===== src/rtl/ram_stream_pkg.sv =====
// ram_stream_pkg
//   Shared types and constants for the RAM byte-stream reader:
//   - state_t           : reader FSM states
//   - ADDR_W / DATA_W   : RAM byte address and data widths
//   - DEF_MAX_BYTE_ADDR : default last valid byte address of the RAM port
//   - next_byte_addr()  : address increment that wraps at the top of the RAM
package ram_stream_pkg;

    localparam int ADDR_W = 26;
    localparam int DATA_W = 8;

    localparam logic [ADDR_W-1:0] DEF_MAX_BYTE_ADDR = 26'h1FFFFFF;

    typedef enum logic [2:0] {
        IDLE       = 3'd0,
        ISSUE      = 3'd1,
        WAIT_DATA  = 3'd2,
        DRAIN      = 3'd3,
        ABORT_WAIT = 3'd4
    } state_t;

    // Wraps max_addr -> 0 so a range with start > end walks across the top.
    function automatic logic [ADDR_W-1:0] next_byte_addr(
        input logic [ADDR_W-1:0] addr,
        input logic [ADDR_W-1:0] max_addr
    );
        return (addr == max_addr) ? '0 : addr + ADDR_W'(1);
    endfunction

endpackage


===== src/rtl/ram_stream_reader_fifo.sv =====
// sync_byte_fifo
//   Single-clock FIFO with first-word-fall-through output (dout is the head
//   whenever empty is low).
//   Ports:
//     clk, reset (async, active-low)
//     flush        : synchronous clear, wins over push/pop in the same cycle
//     push, din    : write side (ignored when full)
//     pop, dout    : read side (ignored when empty)
//     count        : number of stored entries, 0..DEPTH
//     full, empty  : status flags derived from count
module sync_byte_fifo #(
    parameter int DEPTH = 16,
    parameter int WIDTH = 8
) (
    input  logic                   clk,
    input  logic                   reset,
    input  logic                   flush,
    input  logic                   push,
    input  logic [WIDTH-1:0]       din,
    input  logic                   pop,
    output logic [WIDTH-1:0]       dout,
    output logic [$clog2(DEPTH):0] count,
    output logic                   full,
    output logic                   empty
);

    localparam int AW = $clog2(DEPTH);

    logic [WIDTH-1:0] mem [DEPTH];
    logic [AW-1:0]    wr_ptr;
    logic [AW-1:0]    rd_ptr;
    logic             do_push;
    logic             do_pop;

    assign full    = (count == (AW+1)'(DEPTH));
    assign empty   = (count == '0);
    assign do_push = push && !full;
    assign do_pop  = pop && !empty;
    assign dout    = mem[rd_ptr];

    // DEPTH is a power of two, so the pointers wrap naturally.
    always_ff @(posedge clk or negedge reset) begin
        if (!reset) begin
            wr_ptr <= '0;
            rd_ptr <= '0;
            count  <= '0;
        end else if (flush) begin
            wr_ptr <= '0;
            rd_ptr <= '0;
            count  <= '0;
        end else begin
            if (do_push) wr_ptr <= wr_ptr + 1'b1;
            if (do_pop)  rd_ptr <= rd_ptr + 1'b1;
            case ({do_push, do_pop})
                2'b10:   count <= count + 1'b1;
                2'b01:   count <= count - 1'b1;
                default: count <= count;
            endcase
        end
    end

    // Storage carries no reset; validity is tracked entirely by count.
    always_ff @(posedge clk) begin
        if (do_push && !flush) mem[wr_ptr] <= din;
    end

endmodule


===== src/rtl/ram_stream_reader.sv =====
// ram_stream_reader
//   Reads an inclusive byte range [start_addr .. end_addr] from a RAM port one
//   byte at a time (single outstanding read) and streams it out through a
//   small byte FIFO with a valid/ready handshake.
//   Ports:
//     clk, reset            : clock, async active-low reset
//     start, start_addr,
//     end_addr, abort       : transfer control (start/abort are 1-cycle pulses)
//     busy, done            : status; done pulses once the last byte has left
//     ram_rdy               : RAM calibrated, reads may be issued
//     ram_address           : byte address, held from request through ack
//     ram_read_request      : 1-cycle read command
//     ram_rd_data_pres      : RAM read FIFO non-empty
//     ram_read_ack          : 1-cycle pop of the RAM read FIFO
//     ram_data              : byte selected by the RAM port from ram_address
//     out_data, out_valid,
//     out_ready             : output byte stream
module ram_stream_reader
    import ram_stream_pkg::*;
#(
    parameter int                FIFO_DEPTH    = 16,
    parameter logic [ADDR_W-1:0] MAX_BYTE_ADDR = DEF_MAX_BYTE_ADDR
) (
    input  logic              clk,
    input  logic              reset,
    input  logic              start,
    input  logic [ADDR_W-1:0] start_addr,
    input  logic [ADDR_W-1:0] end_addr,
    input  logic              abort,
    output logic              busy,
    output logic              done,
    input  logic              ram_rdy,
    output logic [ADDR_W-1:0] ram_address,
    output logic              ram_read_request,
    input  logic              ram_rd_data_pres,
    output logic              ram_read_ack,
    input  logic [DATA_W-1:0] ram_data,
    output logic [DATA_W-1:0] out_data,
    output logic              out_valid,
    input  logic              out_ready
);

    localparam int CNT_W = $clog2(FIFO_DEPTH) + 1;

    state_t            state;
    logic [ADDR_W-1:0] cur_addr;
    logic [ADDR_W-1:0] last_addr;

    logic              fifo_push;
    logic              fifo_pop;
    logic              fifo_flush;
    logic [CNT_W-1:0]  fifo_count;
    logic              fifo_full;
    logic              fifo_empty;
    logic              data_here;
    logic              can_issue;

    // A read is only issued with a free FIFO slot, so the single byte in
    // flight always has somewhere to land.
    assign can_issue = ram_rdy && (fifo_count < CNT_W'(FIFO_DEPTH));

    // The ack has to be in the same cycle the data is seen, so it is decoded
    // from state rather than registered. In ABORT_WAIT the byte is popped
    // from the RAM and dropped.
    assign data_here    = ram_rd_data_pres &&
                          ((state == WAIT_DATA) || (state == ABORT_WAIT));
    assign ram_read_ack = data_here;

    assign fifo_push  = (state == WAIT_DATA) && ram_rd_data_pres && !abort && !fifo_full;
    assign fifo_pop   = out_valid && out_ready;
    // Abort clears the FIFO at once; ABORT_WAIT clears again on its exit in
    // case anything is left (nothing is pushed there, so it is belt and braces).
    assign fifo_flush = (abort && (state != ABORT_WAIT)) ||
                        ((state == ABORT_WAIT) && ram_rd_data_pres);

    assign out_valid = !fifo_empty;

    sync_byte_fifo #(
        .DEPTH (FIFO_DEPTH),
        .WIDTH (DATA_W)
    ) u_fifo (
        .clk   (clk),
        .reset (reset),
        .flush (fifo_flush),
        .push  (fifo_push),
        .din   (ram_data),
        .pop   (fifo_pop),
        .dout  (out_data),
        .count (fifo_count),
        .full  (fifo_full),
        .empty (fifo_empty)
    );

    always_ff @(posedge clk or negedge reset) begin
        if (!reset) begin
            state            <= IDLE;
            cur_addr         <= '0;
            last_addr        <= '0;
            busy             <= 1'b0;
            done             <= 1'b0;
            ram_read_request <= 1'b0;
            ram_address      <= '0;
        end else begin
            done             <= 1'b0;
            ram_read_request <= 1'b0;
            case (state)
                IDLE: begin
                    // abort beats a coincident start
                    if (!abort && start) begin
                        cur_addr  <= start_addr;
                        last_addr <= end_addr;
                        busy      <= 1'b1;
                        state     <= ISSUE;
                    end
                end

                ISSUE: begin
                    if (abort) begin
                        busy  <= 1'b0;
                        state <= IDLE;
                    end else if (can_issue) begin
                        // ram_address is not touched again until the next
                        // ISSUE, so it stays put through the ack.
                        ram_read_request <= 1'b1;
                        ram_address      <= cur_addr;
                        state            <= WAIT_DATA;
                    end
                end

                WAIT_DATA: begin
                    if (ram_rd_data_pres) begin
                        if (abort) begin
                            busy  <= 1'b0;
                            state <= IDLE;
                        end else if (cur_addr == last_addr) begin
                            state <= DRAIN;
                        end else begin
                            cur_addr <= next_byte_addr(cur_addr, MAX_BYTE_ADDR);
                            state    <= ISSUE;
                        end
                    end else if (abort) begin
                        state <= ABORT_WAIT;
                    end
                end

                DRAIN: begin
                    if (abort) begin
                        busy  <= 1'b0;
                        state <= IDLE;
                    end else if (fifo_empty) begin
                        done  <= 1'b1;
                        busy  <= 1'b0;
                        state <= IDLE;
                    end
                end

                ABORT_WAIT: begin
                    // Wait out the read already in flight so the RAM read
                    // FIFO is left empty for the next transfer.
                    if (ram_rd_data_pres) begin
                        busy  <= 1'b0;
                        state <= IDLE;
                    end
                end

                default: begin
                    busy  <= 1'b0;
                    state <= IDLE;
                end
            endcase
        end
    end

endmodule


===== config.mk =====
export PLATFORM = sky130hd
export DESIGN_NAME = ram_stream_reader
export DESIGN_NICKNAME = d
export VERILOG_FILES = /design/src/rtl/ram_stream_pkg.sv /design/src/rtl/ram_stream_reader_fifo.sv /design/src/rtl/ram_stream_reader.sv
export SDC_FILE = /design/constraint.sdc
export NUM_CORES = 1
export LEC_CHECK = 0
export CAP_MARGIN = 10
export CORE_MARGIN = 10
export CORE_UTILIZATION = 30
export CTS_CLUSTER_SIZE = 24
export DETAILED_ROUTE_END_ITERATION = 10
export PLACE_DENSITY = 0.45
export SYNTH_ARGS = -nofsm -noshare
export SYNTH_HDL_FRONTEND = slang
export SYNTH_SLANG_ARGS = --single-unit

===== constraint.sdc =====
create_clock -name clk -period 4.3 [get_ports clk]
set_input_delay 1.29 -clock clk [delete_from_list [all_inputs] [get_ports clk]]
set_output_delay 1.29 -clock clk [all_outputs]
set_load 0.01 [all_outputs]

Word-level counts from Yosys, hierarchy flattened
Memories as Yosys holds them, arrays and structs flattened.
Index checks and enable logic that the tools add are counted.
- input port bits: 67
- memories kept: 1
- RAM bits: 128
- logic and storage cells: 103
- latch bits: 0
- bits in registers: 97
- memory bits (read-only): 0
- memories (memory ; words ; bits a word ; rd ports ; clocked after Yosys merged registers in ; write ports ; line ; text):
    u_fifo.mem ; 16 ; 8 ; 1 ; 0 ; 1 ; ram_stream_reader_fifo.sv:29 ; logic [WIDTH-1:0] mem [DEPTH];
- muxes and demuxes: 38
- shift operators: 0
- eq/ne operators: 18
- $lt $le $gt $ge: 1
- divide/modulo/power cells: 0
- bitwise logic cells: 1
- reductions and logical operators: 29
- add/subtract/negate cells: 5
- multipliers: 0
- operators by type and width (kind ; count):
    two-way mux 26 bit ; 5
    case mux 26 bit (2 select lines) ; 1
    adder 26 x 1 -> 26 bit, second input constant ; 1
    equality test 26 x 25 -> 1 bit, second input constant ; 1
    equality test 26 bit ; 1
    two-way mux 3 bit ; 8
    two-way mux 4 bit ; 4
    case mux 3 bit (5 select lines) ; 1
    two-way mux 1 bit ; 14
    logical AND 1 bit ; 12
    inequality test 2 bit, second input constant ; 5
    case mux 5 bit (2 select lines) ; 1
    AND reduction 5 bit ; 2
    inequality test 3 bit, second input constant ; 3
    adder 4 x 1 -> 4 bit, second input constant ; 2
    equality test 3 x 2 -> 1 bit, second input constant ; 2
    nonzero test 2 bit ; 3
    adder 5 x 1 -> 5 bit, second input constant ; 1
    equality test 5 bit, second input constant ; 1
    zero test 5 bit ; 1
    less-than comparator 5 bit, second input constant ; 1
    two-way mux 5 bit ; 1
    case mux 1 bit (5 select lines) ; 1
    subtractor 5 x 1 -> 5 bit, second input constant ; 1
    14 further kinds ; 19

Depth between registers and ports, before layout
- word-level depth: 8
- mapped depth: 11
- mapped depth without buffers: 10

Hierarchy
A second synthesis with hierarchy kept.
- cells, all modules: 760
- area total of the unflattened synthesis: 10273.6 µm²
- modules (own cells, without submodules) (module ; cells an instance ; times used ; area each (µm²)):
    sync_byte_fifo ; 298 ; 1 ; 5941.9
    ram_stream_reader ; 462 ; 1 ; 4331.7

Worst setup path after synthesis
OpenSTA, ideal clock, no wires.
- kind: register -> output
- start point: register u_fifo.rd_ptr[0]
- end point: output port out_data[0]
- stages on the path, launching flop included: 5
- buffers on the path: 2
- arrival time: 1.992 ns
- data required time: 3.010 ns
- slack: 1.018 ns
- cell sequence: dfrtp_1 clkbuf_1 buf_2 mux4_2 mux4_2
- cells in the longest elaborated chain, start to end: 1
- RTL lines (what ; line ; text):
    start, declared ; ram_stream_reader_fifo.sv:31 ; logic [AW-1:0] rd_ptr;
    start signal, assigned ; ram_stream_reader_fifo.sv:53 ; if (do_pop) rd_ptr <= rd_ptr + 1'b1;
    memory read (16 x 8 bit) ; n/a ;
    end, declared ; ram_stream_reader.sv:38 ; output logic [DATA_W-1:0] out_data,
Every way passes these cells.

Worst setup path in the final report
- start point: register u_fifo.rd_ptr[0]
- end point: output port out_data[6]
Same word-level chain as after synthesis.

==> flow_metrics.py <==
metrics = {
    "status": {
        "status": "complete, no violations",
    },
    "sta": {
        "fin_crit_ps": 4110,
        "finalClockSkew_ps": 17.8,
        "slew_violations": 0,
        "finalSetupViolCount": 0,
        "tns_ps": 0,
        "holdWs_ps": 507,
        "fmax_ghz": 0.243,
        "period_share_pct": 95.6,
        "worst_pin_slew_ps": 935,
        "hold_violations": 0,
        "rsz0062_at_grt": "false",
        "relSlewSlack_pct": 37.7,
        "fin_ws_ps": 190,
    },
    "synthesis": {
        "ys_top_cells_by_area": "edfxtp_1 38%, dfrtp_1 24%, mux4_2 8.9%",
        "synth_area_um2": 10200,
        "synth_top_area_share_pct": 37.8,
        "synth_cell_type_count": 64,
        "syn_avg_cell_area_um2": 14.5,
        "synth.most_common_cell": "edfxtp_1",
        "synth_largest_area_cell": "edfxtp_1",
        "ys_top_cells_by_count": "128 x edfxtp_1, 97 x dfrtp_1, 53 x mux2_2",
        "yosys_warnings": 0,
        "ys_ff_latch": 225,
        "ys_dominant_reg_cell": "edfxtp_1",
        "async_flop_share_pct": 43.1,
        "synthCells": 701,
        "synth_edf_count": 128,
        "synth_seq_area_share_pct": 61.7,
        "synth_nets": 776,
    },
    "worst_setup_path": {
        "critPathCaptureType": "output pin",
        "cp-start-kind": "register",
        "critPathKind": "register to output pin",
        "path_cells": "buf_12 > mux4_2 > mux4_2 > clkdlybuf4s50_1",
        "worst-r2r-cell-count": 11,
        "worst_path_max_delay_cell": "mux4_2",
        "worstPathArrival_ps": 2820,
        "critPathMostFrequentCell": "mux4_2",
        "worstPathRequired_ps": 3010,
        "worst-path-max-fanout": 35,
        "max_stage_delay_ps": 600,
    },
    "worst_hold_path": {
        "whs_path_depth": 1,
        "hp-class": "register to register",
    },
    "place": {
        "dp_cells": 1236,
        "pre_cts_slack_ps": 272,
        "dpl.hpwl_um": 18700,
        "gp_congestion": 0.801,
        "portBuffers": 105,
    },
    "clock_network": {
        "clk_pin_slew_worst_paths_ps": 60,
        "cts_setup_buffers": 0,
        "clk_path_buf_depth": 3,
        "cts_buffers": 27,
        "clk_latency_ps": 540,
        "ctsResizeCount": 0,
        "cts_tree": "done",
        "cts_hold_buffers": 0,
        "root_buffer": "clkbuf_16",
        "cts.sinks": 225,
        "h-tree-depth": 1,
    },
    "power_and_ir_drop": {
        "internal-power_mw": 5.27,
        "p_switching_mw": 2.54,
        "leakagePower_nw": 4.59,
        "p_per_area_nw_per_um2": 614,
        "pwr-share-seq_pct": 41.1,
        "p_comb_share_pct": 29.3,
        "pwr-share-clk_pct": 29.6,
        "ir_drop_mv": 0.275,
        "switching_share_pct": 32.5,
    },
    "cells_and_area": {
        "nets": 892,
        "syn2layout_area_growth_pct": 25.0,
        "nFillCells": 3115,
        "layout-drive-gt1-share_pct": 20.8,
        "layout.cells.non_filler": 1285,
        "diodes": 0,
    },
    "floorplanning": {
        "die_area_um2": 41700,
        "io_pins": 106,
        "core_um2": 33400,
        "initial_core_util_pct": 30.4,
        "die_h_um": 204,
        "die_w_um": 204,
        "placementRows": 67,
    },
    "route": {
        "routedWlPerCell_um": 21.1,
        "wl_um": 27100,
        "drt_iter0_drc": 536,
        "dr.pass1.iters": 5,
        "drtAntennaViolNets": 0,
        "vias": 6367,
        "vias_per_cell": 4.95,
        "drc_errors": 0,
    },
    "global_routing": {
        "grt_antenna_before_repair": 0,
        "grt_pass1_wl_um": 42100,
        "grt_overflow": 0,
        "grt_util_all_layers_pct": 12.9,
        "grt_pass1_vias": 6742,
        "grt_max_degree": 53,
    },
    "run": {
        "drv_cap": 0,
    },
}
## flip-flops by register name, summed over array words and instances (netlist names)
name              count
done                  1
busy                  1
state                 3
u_fifo.rd_ptr         4
ram_read_request      1
ram_address          26
u_fifo.count          5
cur_addr             26
u_fifo.wr_ptr         4
last_addr            26
u_fifo.mem          128
## cells by family (layout without fill, tap and decap cells)
logic type	after synthesis	after routing	synth area share [%]
AND/OR/NAND/NOR	162	162	8.77
flip-flops	225	225	61.7
multiplexers	96	96	15.0
adder cells (fa/ha/maj)	8	8	0.984
AO/OA/AOI/OAI	107	107	7.74
XOR/XNOR	36	36	3.10
buffers and inverters	67	203	2.72
## through the flow
| step | power, mW | utilization, % | cell area [µm²] |
|---|---|---|---|
| 2_1_floorplan | 4.58 | - | 10200 |
| 6_report | 7.81 | 38.0 | 12700 |
| 3_3_place_gp | 5.52 | 35.3 | 11800 |
| 4_1_cts | 7.91 | 38.0 | 12700 |
| 5_1_grt | 8.27 | 38.0 | 12700 |
| 3_5_place_dp | 5.56 | 35.3 | 11800 |
## layout make-up
class | count | area (µm²) | share of cell area [%]
inverters | 28 | 105 | 0.827
repair buffers | 126 | 1240 | 9.79
well taps | 448 | 561 | 4.41
clock buffers | 28 | 679 | 5.35
flip-flops and latches | 225 | 6270 | 49.4
clock inverters | 21 | 221 | 1.74
multi-input cells | 409 | 3630 | 28.5
## power by group through the flow
stage               Combinational [mW]  Sequential (mW)  Clock [mW]
floorplan                         1.50             3.08           0
global placement                  2.27             3.25           0
detailed placement                2.31             3.25           0
CTS                               2.32             3.21        2.37
global route                      2.53             3.28        2.46
finish                            2.29             3.21        2.31
## critical path: cells and delay by family (launching register included)
family	cells	cell delay, ps
buffers and inverters	2	780
DFF	1	370
muxes	2	1100
## worst paths after layout
kind	from	endpoint	slack (ps)
setup reg to reg	state[1]	u_fifo.count[4]	870
hold / removal	ram_address[14]	ram_address[14]	510
hold reg to reg	ram_address[14]	ram_address[14]	510
max in group asynchronous	reset	cur_addr[21]	2730
min in group asynchronous	reset	busy	800
setup / recovery	u_fifo.rd_ptr[0]	out_data[6]	190
## placed cells by master, fill, tap and decap left out, types with 6 or more instances in the layout
cell / netlist / layout
o31ai_1: 6 / 6
ha_1: 8 / 8
o21ai_0: 8 / 8
mux2_2: 53 / 53
nand2_1: 26 / 26
a22oi_1: 17 / 17
nand3_1: 13 / 12
nand4_1: 6 / 6
inv_1: 28 / 28
nand2b_1: 7 / 7
dfrtp_1: 97 / 96
clkinv_1: 0 / 6
a21oi_1: 15 / 15
clkdlybuf4s50_1: 0 / 104
o22ai_1: 15 / 15
nor3_1: 19 / 19
buf_4: 1 / 19
xor2_1: 32 / 32
mux4_2: 40 / 40
clkbuf_16: 0 / 27
a22o_1: 8 / 8
and2_1: 11 / 11
nor2_1: 40 / 40
edfxtp_1: 128 / 128
nor4_1: 9 / 9
## metal layers
layer / vias to the layer above / track usage (%) / share of wire (%)
met5: - / 0 / 0
met4: 0 / 2.62 / 1.8
met3: 38 / 2.57 / 5.3
met2: 184 / 20.3 / 47
met1: 3217 / 18.2 / 46
li1: 2928 / - / -
(Power assumes the default switching activity.)
